[src/rtl/display_pkg.sv]
// Shared types and constants for the display sequencer and its neighbours.
package display_pkg;

  typedef enum logic [1:0] {
    IDLE  = 2'd0,
    SHOW  = 2'd1,
    BLANK = 2'd2
  } seq_state_t;

  localparam int NIBBLE_W = 4;

  localparam logic [7:0] DWELL_DEFAULT = 8'd49;

endpackage

[src/rtl/display_sequencer_if.sv]
// Control/write bus and decoder-facing outputs of the display sequencer.
interface display_sequencer_if #(
    parameter int DEPTH   = 4,
    parameter int DWELL_W = 8
);
    import display_pkg::*;

    localparam int IW = $clog2(DEPTH);

    logic                wr_valid;
    logic [NIBBLE_W-1:0] wr_data;
    logic                wr_ready;
    logic                clear;
    logic                start;
    logic                stop;
    logic [DWELL_W-1:0]  dwell;
    logic [NIBBLE_W-1:0] code_out;
    logic                code_valid;
    logic [IW-1:0]       idx;
    logic                busy;
    logic                wrap;

    modport master (
        output wr_valid, wr_data, clear, start, stop, dwell,
        input  wr_ready, code_out, code_valid, idx, busy, wrap
    );

    modport slave (
        input  wr_valid, wr_data, clear, start, stop, dwell,
        output wr_ready, code_out, code_valid, idx, busy, wrap
    );

endinterface

[src/rtl/display_sequencer_dwell_timer.sv]
// Down-counter that times one digit: load with dwell, done when it reaches zero.
module dwell_timer #(
    parameter int DWELL_W = 8
) (
    input  logic               i_clk,
    input  logic               i_rst,
    input  logic               i_load,
    input  logic [DWELL_W-1:0] i_load_val,
    output logic               o_done
);

    logic [DWELL_W-1:0] r_cnt;

    always_ff @(posedge i_clk) begin
        if (i_rst) begin
            r_cnt <= '0;
        end else if (i_load) begin
            r_cnt <= i_load_val;
        end else if (r_cnt != '0) begin
            r_cnt <= r_cnt - DWELL_W'(1);
        end
    end

    assign o_done = (r_cnt == '0);

endmodule

[src/rtl/display_sequencer.sv]
// Nibble buffer plus round-robin scheduler feeding a 7-segment decoder.
// Optional one-cycle blanking between digits: define SEQ_BLANK_EN.
module display_sequencer
    import display_pkg::*;
#(
    parameter int DEPTH   = 4,
    parameter int DWELL_W = 8
) (
    input  logic                i_clk,
    input  logic                i_rst,
    display_sequencer_if.slave  bus
);

    localparam int IW = $clog2(DEPTH);
    localparam int CW = IW + 1;

    seq_state_t          r_state;
    logic [CW-1:0]       r_count;
    logic [NIBBLE_W-1:0] r_buf [DEPTH];
    logic [IW-1:0]       r_idx;
    logic [NIBBLE_W-1:0] r_code_out;
    logic                r_code_valid;
    logic                r_busy;
    logic                r_wrap;

    logic                w_wr_ready;
    logic                w_wr_fire;
    logic                w_start_ok;
    logic                w_last;
    logic [IW-1:0]       w_idx_nxt;
    logic                w_done;
    logic                w_load;

    assign w_wr_ready = !i_rst && !bus.clear && (r_state == IDLE) &&
                        (r_count < CW'(DEPTH));
    assign w_wr_fire  = bus.wr_valid && w_wr_ready;
    // A start alongside clear would leave SHOW with an empty buffer, so clear blocks it.
    assign w_start_ok = (r_state == IDLE) && bus.start && !bus.stop &&
                        !bus.clear && (r_count != '0);
    assign w_last     = ({1'b0, r_idx} == (r_count - CW'(1)));
    assign w_idx_nxt  = w_last ? '0 : (r_idx + IW'(1));

`ifdef SEQ_BLANK_EN
    assign w_load = w_start_ok || ((r_state == BLANK) && !bus.stop);
`else
    assign w_load = w_start_ok || ((r_state == SHOW) && w_done && !bus.stop);
`endif

    dwell_timer #(.DWELL_W(DWELL_W)) u_timer (
        .i_clk      (i_clk),
        .i_rst      (i_rst),
        .i_load     (w_load),
        .i_load_val (bus.dwell),
        .o_done     (w_done)
    );

    always_ff @(posedge i_clk) begin
        if (w_wr_fire) r_buf[r_count[IW-1:0]] <= bus.wr_data;
    end

    always_ff @(posedge i_clk) begin
        if (i_rst) begin
            r_state      <= IDLE;
            r_count      <= '0;
            r_idx        <= '0;
            r_code_out   <= '0;
            r_code_valid <= 1'b0;
            r_busy       <= 1'b0;
            r_wrap       <= 1'b0;
        end else begin
            r_wrap <= 1'b0;
            case (r_state)
                IDLE: begin
                    if (bus.clear)     r_count <= '0;
                    else if (w_wr_fire) r_count <= r_count + CW'(1);
                    if (w_start_ok) begin
                        r_state      <= SHOW;
                        r_idx        <= '0;
                        r_code_out   <= r_buf[0];
                        r_code_valid <= 1'b1;
                        r_busy       <= 1'b1;
                    end
                end
                SHOW: begin
                    if (bus.stop) begin
                        r_state      <= IDLE;
                        r_idx        <= '0;
                        r_code_valid <= 1'b0;
                        r_busy       <= 1'b0;
                    end else if (w_done) begin
`ifdef SEQ_BLANK_EN
                        r_state      <= BLANK;
                        r_code_valid <= 1'b0;
`else
                        r_idx        <= w_idx_nxt;
                        r_code_out   <= r_buf[w_idx_nxt];
                        r_wrap       <= w_last;
`endif
                    end
                end
`ifdef SEQ_BLANK_EN
                BLANK: begin
                    if (bus.stop) begin
                        r_state      <= IDLE;
                        r_idx        <= '0;
                        r_busy       <= 1'b0;
                    end else begin
                        r_state      <= SHOW;
                        r_idx        <= w_idx_nxt;
                        r_code_out   <= r_buf[w_idx_nxt];
                        r_code_valid <= 1'b1;
                        r_wrap       <= w_last;
                    end
                end
`endif
                default: r_state <= IDLE;
            endcase
        end
    end

    assign bus.wr_ready   = w_wr_ready;
    assign bus.code_out   = r_code_out;
    assign bus.code_valid = r_code_valid;
    assign bus.idx        = r_idx;
    assign bus.busy       = r_busy;
    assign bus.wrap       = r_wrap;

endmodule

[src/flat_wrapper.sv]
// flat-port wrapper written by rule: the top's interface ports become plain ports
module display_sequencer_flat import display_pkg::*;
#(
    parameter int DEPTH   = 4,
    parameter int DWELL_W = 8
)
  (i_clk, i_rst, bus_wr_valid, bus_wr_data, bus_clear, bus_start, bus_stop, bus_dwell, bus_wr_ready, bus_code_out, bus_code_valid, bus_idx, bus_busy, bus_wrap);
  display_sequencer_if #(.DEPTH(DEPTH), .DWELL_W(DWELL_W)) bus_i ();
  input  logic i_clk;
  input  logic i_rst;
  input wire logic [$bits(bus_i.wr_valid)-1:0] bus_wr_valid;
  input wire logic [$bits(bus_i.wr_data)-1:0] bus_wr_data;
  input wire logic [$bits(bus_i.clear)-1:0] bus_clear;
  input wire logic [$bits(bus_i.start)-1:0] bus_start;
  input wire logic [$bits(bus_i.stop)-1:0] bus_stop;
  input wire logic [$bits(bus_i.dwell)-1:0] bus_dwell;
  output wire logic [$bits(bus_i.wr_ready)-1:0] bus_wr_ready;
  output wire logic [$bits(bus_i.code_out)-1:0] bus_code_out;
  output wire logic [$bits(bus_i.code_valid)-1:0] bus_code_valid;
  output wire logic [$bits(bus_i.idx)-1:0] bus_idx;
  output wire logic [$bits(bus_i.busy)-1:0] bus_busy;
  output wire logic [$bits(bus_i.wrap)-1:0] bus_wrap;
  assign bus_i.wr_valid = bus_wr_valid;
  assign bus_i.wr_data = bus_wr_data;
  assign bus_i.clear = bus_clear;
  assign bus_i.start = bus_start;
  assign bus_i.stop = bus_stop;
  assign bus_i.dwell = bus_dwell;
  assign bus_wr_ready = bus_i.wr_ready;
  assign bus_code_out = bus_i.code_out;
  assign bus_code_valid = bus_i.code_valid;
  assign bus_idx = bus_i.idx;
  assign bus_busy = bus_i.busy;
  assign bus_wrap = bus_i.wrap;
  display_sequencer #(.DEPTH(DEPTH), .DWELL_W(DWELL_W)) u_core (.i_clk(i_clk), .i_rst(i_rst), .bus(bus_i));
endmodule
[config.mk]
export PLATFORM = sky130hd
export DESIGN_NAME = display_sequencer_flat
export DESIGN_NICKNAME = d
export VERILOG_FILES = /design/src/rtl/display_pkg.sv /design/src/rtl/display_sequencer_if.sv /design/src/rtl/display_sequencer_dwell_timer.sv /design/src/rtl/display_sequencer.sv /design/src/flat_wrapper.sv
export SDC_FILE = /design/constraint.sdc
export NUM_CORES = 1
export LEC_CHECK = 0
export ABC_AREA = 0
export CAP_MARGIN = 30
export CORE_MARGIN = 2
export CORE_UTILIZATION = 56
export DETAILED_ROUTE_END_ITERATION = 8
export DONT_BUFFER_PORTS = 1
export PLACE_DENSITY = 0.76
export REMOVE_ABC_BUFFERS = 1
export SLEW_MARGIN = 10
export SYNTH_ARGS = -nofsm -noshare
export SYNTH_HDL_FRONTEND = slang
export SYNTH_SLANG_ARGS = --single-unit
export TNS_END_PERCENT = 20
[constraint.sdc]
create_clock -name i_clk -period 2.2 [get_ports i_clk]
set_input_delay 0.44 -clock i_clk [delete_from_list [all_inputs] [get_ports i_clk]]
set_output_delay 0.44 -clock i_clk [all_outputs]
set_load 0.02 [all_outputs]
==> summary.txt <==
Timing
  – Setup Skew: about 12 ps
  – RSZ-0062 raised after global routing: no
  – Final period util: 0.968
  – Final Max Tran Viols: 0
  – Hold Violations, Final: 0
  – Worst-Margin Slew: around 440 ps
  – # setup viols final: 0
  – Final setup slack of the worst path: 70.0 ps
  – Min Tclk post-route: between 2000 and 2500 ps
  – FMAX: roughly 470 MHz
  – Slew HR: 0.704

Worst setup path
  – Worst Path Arrival: 2390 ps
  – Crit. End Element: flop
  – Setup CP Type: flop to flop
  – CP Max Fanout: 6
  – Startpoint Class: flop
  – WP data required: between 2000 and 2500 ps

Drt
  – # DRC: 0
  – Antenna-violating nets left: 0
  – WL/cell: 15.4 um
  – Via density: approximately 5.7
  – Initial detailed-routing violation count: 67
  – Final wirelength: 3.46 mm
  – Via count: roughly 1300
  – DRT Pass-1 Iters: 4

Cells and area
  – Commonest cells after routing, fill and taps aside: dfxtp_1, nand2_1, nor2_1
  – Most common cell after layout, fill and taps aside: dfxtp_1
  – Fill cells: between 200 and 300
  – Nets: 205
  – P&R area growth vs syn: 10.4%
  – Final core occ: 0.649
  – Share of cells above drive strength 1: 0.166
  – Diodes inserted: 0

Yosys
  – Async set-reset flop share out of synthesis: 0
  – Post-synth EDFFs: 16
  – Cell area after synthesis: ~1800 um2
  – Synth Warn #: 0
  – Gate count of the mapped netlist: 170
  – Number of library cell types mapped by synthesis: 43
  – Sequential area share after synthesis: 0.479
  – Yosys reg bits: 35
  – Top_reg_cell synth: dfxtp_1
  – Syn Area/Cell: 10.6 um2

Clock network
  – H-Tree Depth: 2
  – Clk root buf: clkbuf_4
  – Cts bufs inserted: 5
  – CTS tree: built
  – Clock transition at the registers of the reported paths: 110 ps
  – # hold bufs at CTS: 0
  – Sink Count: 35
  – Clk_lat worst skew: about 340 ps
  – CTS Buffer Depth: 2

Power and ir drop
  – Power per standard cell area: 873 nW/um2
  – P_leak: around 0.76 nW
  – Max VDD drop: 0.453 mV
  – Switching share of total power: 0.303
  – Int Pwr: approximately 1.2 mW
  – Reg power frac: 0.463
  – Clock share of power: 0.233
  – Pwr Total: 1.73 mW
  – Sw Pwr: approximately 530 uW
  – Logic gate share of total power: 0.304

Floorplan
  – Die area: 3680 um2
  – I/O Pins: 28
  – Std cell rows: 20
  – Die X: 60.6 um
  – Core area: ~3000 um2
  – Initial core utilization: 0.588
  – Die height: about 61 um

Place
  – Port Buffers: 0
  – Final HPWL DP: about 2.6 mm
  – Placer Congestion: between 0.7 and 0.8
  – Pre-CTS setup slack: 2.11 ps

Global routing
  – First-pass GRT wire length: approximately 5.4 mm
  – Initial antenna violation count: 0
  – Vias in the first global route: around 1200
  – Total gr overflow: 0
  – Largest net degree at the start of global routing: 21
  – GRT Total Usage: 0.206

Run
  – Max_cap viols: 0

Run status
  – Status: finished clean

Hold path
  – Hold Crit Class: primary input to flop
## worst max-delay path, cell delays in order (launching register included)
cell and delay, ps:
dfxtp_1 320, inv_1 160, ha_4 250, or3b_1 370
a21boi_2 260, a2111oi_0 110, a221o_1 350, a311oi_2 240
## synth_stat cells, types with 2 or more instances
master	number	area, um2
xor2_1	2	17.5
nor2b_1	3	18.8
xnor2_1	5	43.8
a311oi_2	3	45.0
a31oi_1	2	12.5
a22oi_1	5	37.5
nor3_1	4	20.0
nor3b_1	2	15.0
nand3_1	3	15.0
nand2_1	18	67.6
buf_4	2	15.0
clkbuf_1	3	11.3
nand2b_1	2	12.5
a21oi_1	5	25.0
and3_1	7	43.8
edfxtp_1	16	480
inv_1	6	22.5
ha_1	7	87.6
nor2_1	17	63.8
dfxtp_1	19	380
mux2i_1	9	90.1
a2111oi_0	4	35.0
mux2_2	2	22.5
and2_1	2	12.5
a221o_1	4	40.0
## power groups by stage
stage | Combinational [mW] | Clock [mW] | Sequential [mW]
6_report | 0.526 | 0.404 | 0.801
3_3_place_gp | 0.498 | 0 | 0.810
5_1_grt | 0.592 | 0.448 | 0.808
3_5_place_dp | 0.534 | 0 | 0.817
4_1_cts | 0.537 | 0.415 | 0.802
2_1_floorplan | 0.441 | 0 | 0.804
## kinds of logic (layout without fill, tap and decap cells)
| logic type | after synthesis | in the layout | synth area share |
|---|---|---|---|
| xor+xnor | 7 | 7 | 0.0341 |
| compound gates | 30 | 30 | 0.146 |
| buf+inv | 13 | 24 | 0.0327 |
| flops | 35 | 35 | 0.479 |
| fa+ha+maj | 7 | 7 | 0.0488 |
| mux | 11 | 11 | 0.0627 |
| simple gates | 67 | 67 | 0.196 |
## repair_timing
action / CTS / global route
pin swaps: 1 / 1
setup buffers: 0 / 0
setup endpoints to repair: 1 / 4
resized for setup: 0 / 2
## per-layer routing
layer	part of all wire	vias to the layer above	global-route usage
met2	0.51	36	0.358
li1	-	642	-
met3	0.062	6	0.0746
met1	0.41	603	0.228
met5	0	-	0
met4	0.014	0	0.0870
## path summary, 6_finish.rpt
path,cells past startpoint,start,slack (ps),to
setup / recovery,7,u_core.r_count[0]$_SDFFE_PP0P_,70,u_core.bus.code_out[3]$_SDFFE_PP0P_
hold / removal,1,i_rst,150,u_core.bus.code_out[1]$_SDFFE_PP0P_
setup reg to reg,7,u_core.r_count[0]$_SDFFE_PP0P_,70,u_core.bus.code_out[3]$_SDFFE_PP0P_
hold reg to reg,2,u_core.r_count[2]$_SDFFE_PP0P_,600,u_core.r_count[2]$_SDFFE_PP0P_
## state kept, by name, indices dropped and copies added (netlist names)
name,count
u_core.r_buf,16
u_core.u_timer.r_cnt,8
u_core.bus.code_out,4
u_core.r_count,3
u_core.bus.idx,2
u_core.bus.code_valid,1
u_core.bus.wrap,1
## metrics by stage
step                      area, um2  instances  hold slack [ps]  setup TNS [ps]
after floorplan                1760        163              475            -341
after global placement         1890        217              511               0
after detailed placement       1890        217              512               0
after CTS                      1960        225              134               0
after global routing           1980        225              107               0
final                          1980        225              148               0
## layout make-up
type	count	area [um2]	area share
multi-input combinational	122	895	0.451
sequential	35	861	0.434
timing repair buffer	10	75.1	0.0379
clock buffer	7	66.3	0.0335
tap	44	55.1	0.0278
inverter	6	22.5	0.0114
clock inverter	1	7.51	0.00379
No activity file was read; power rests on OpenSTA's default activity.
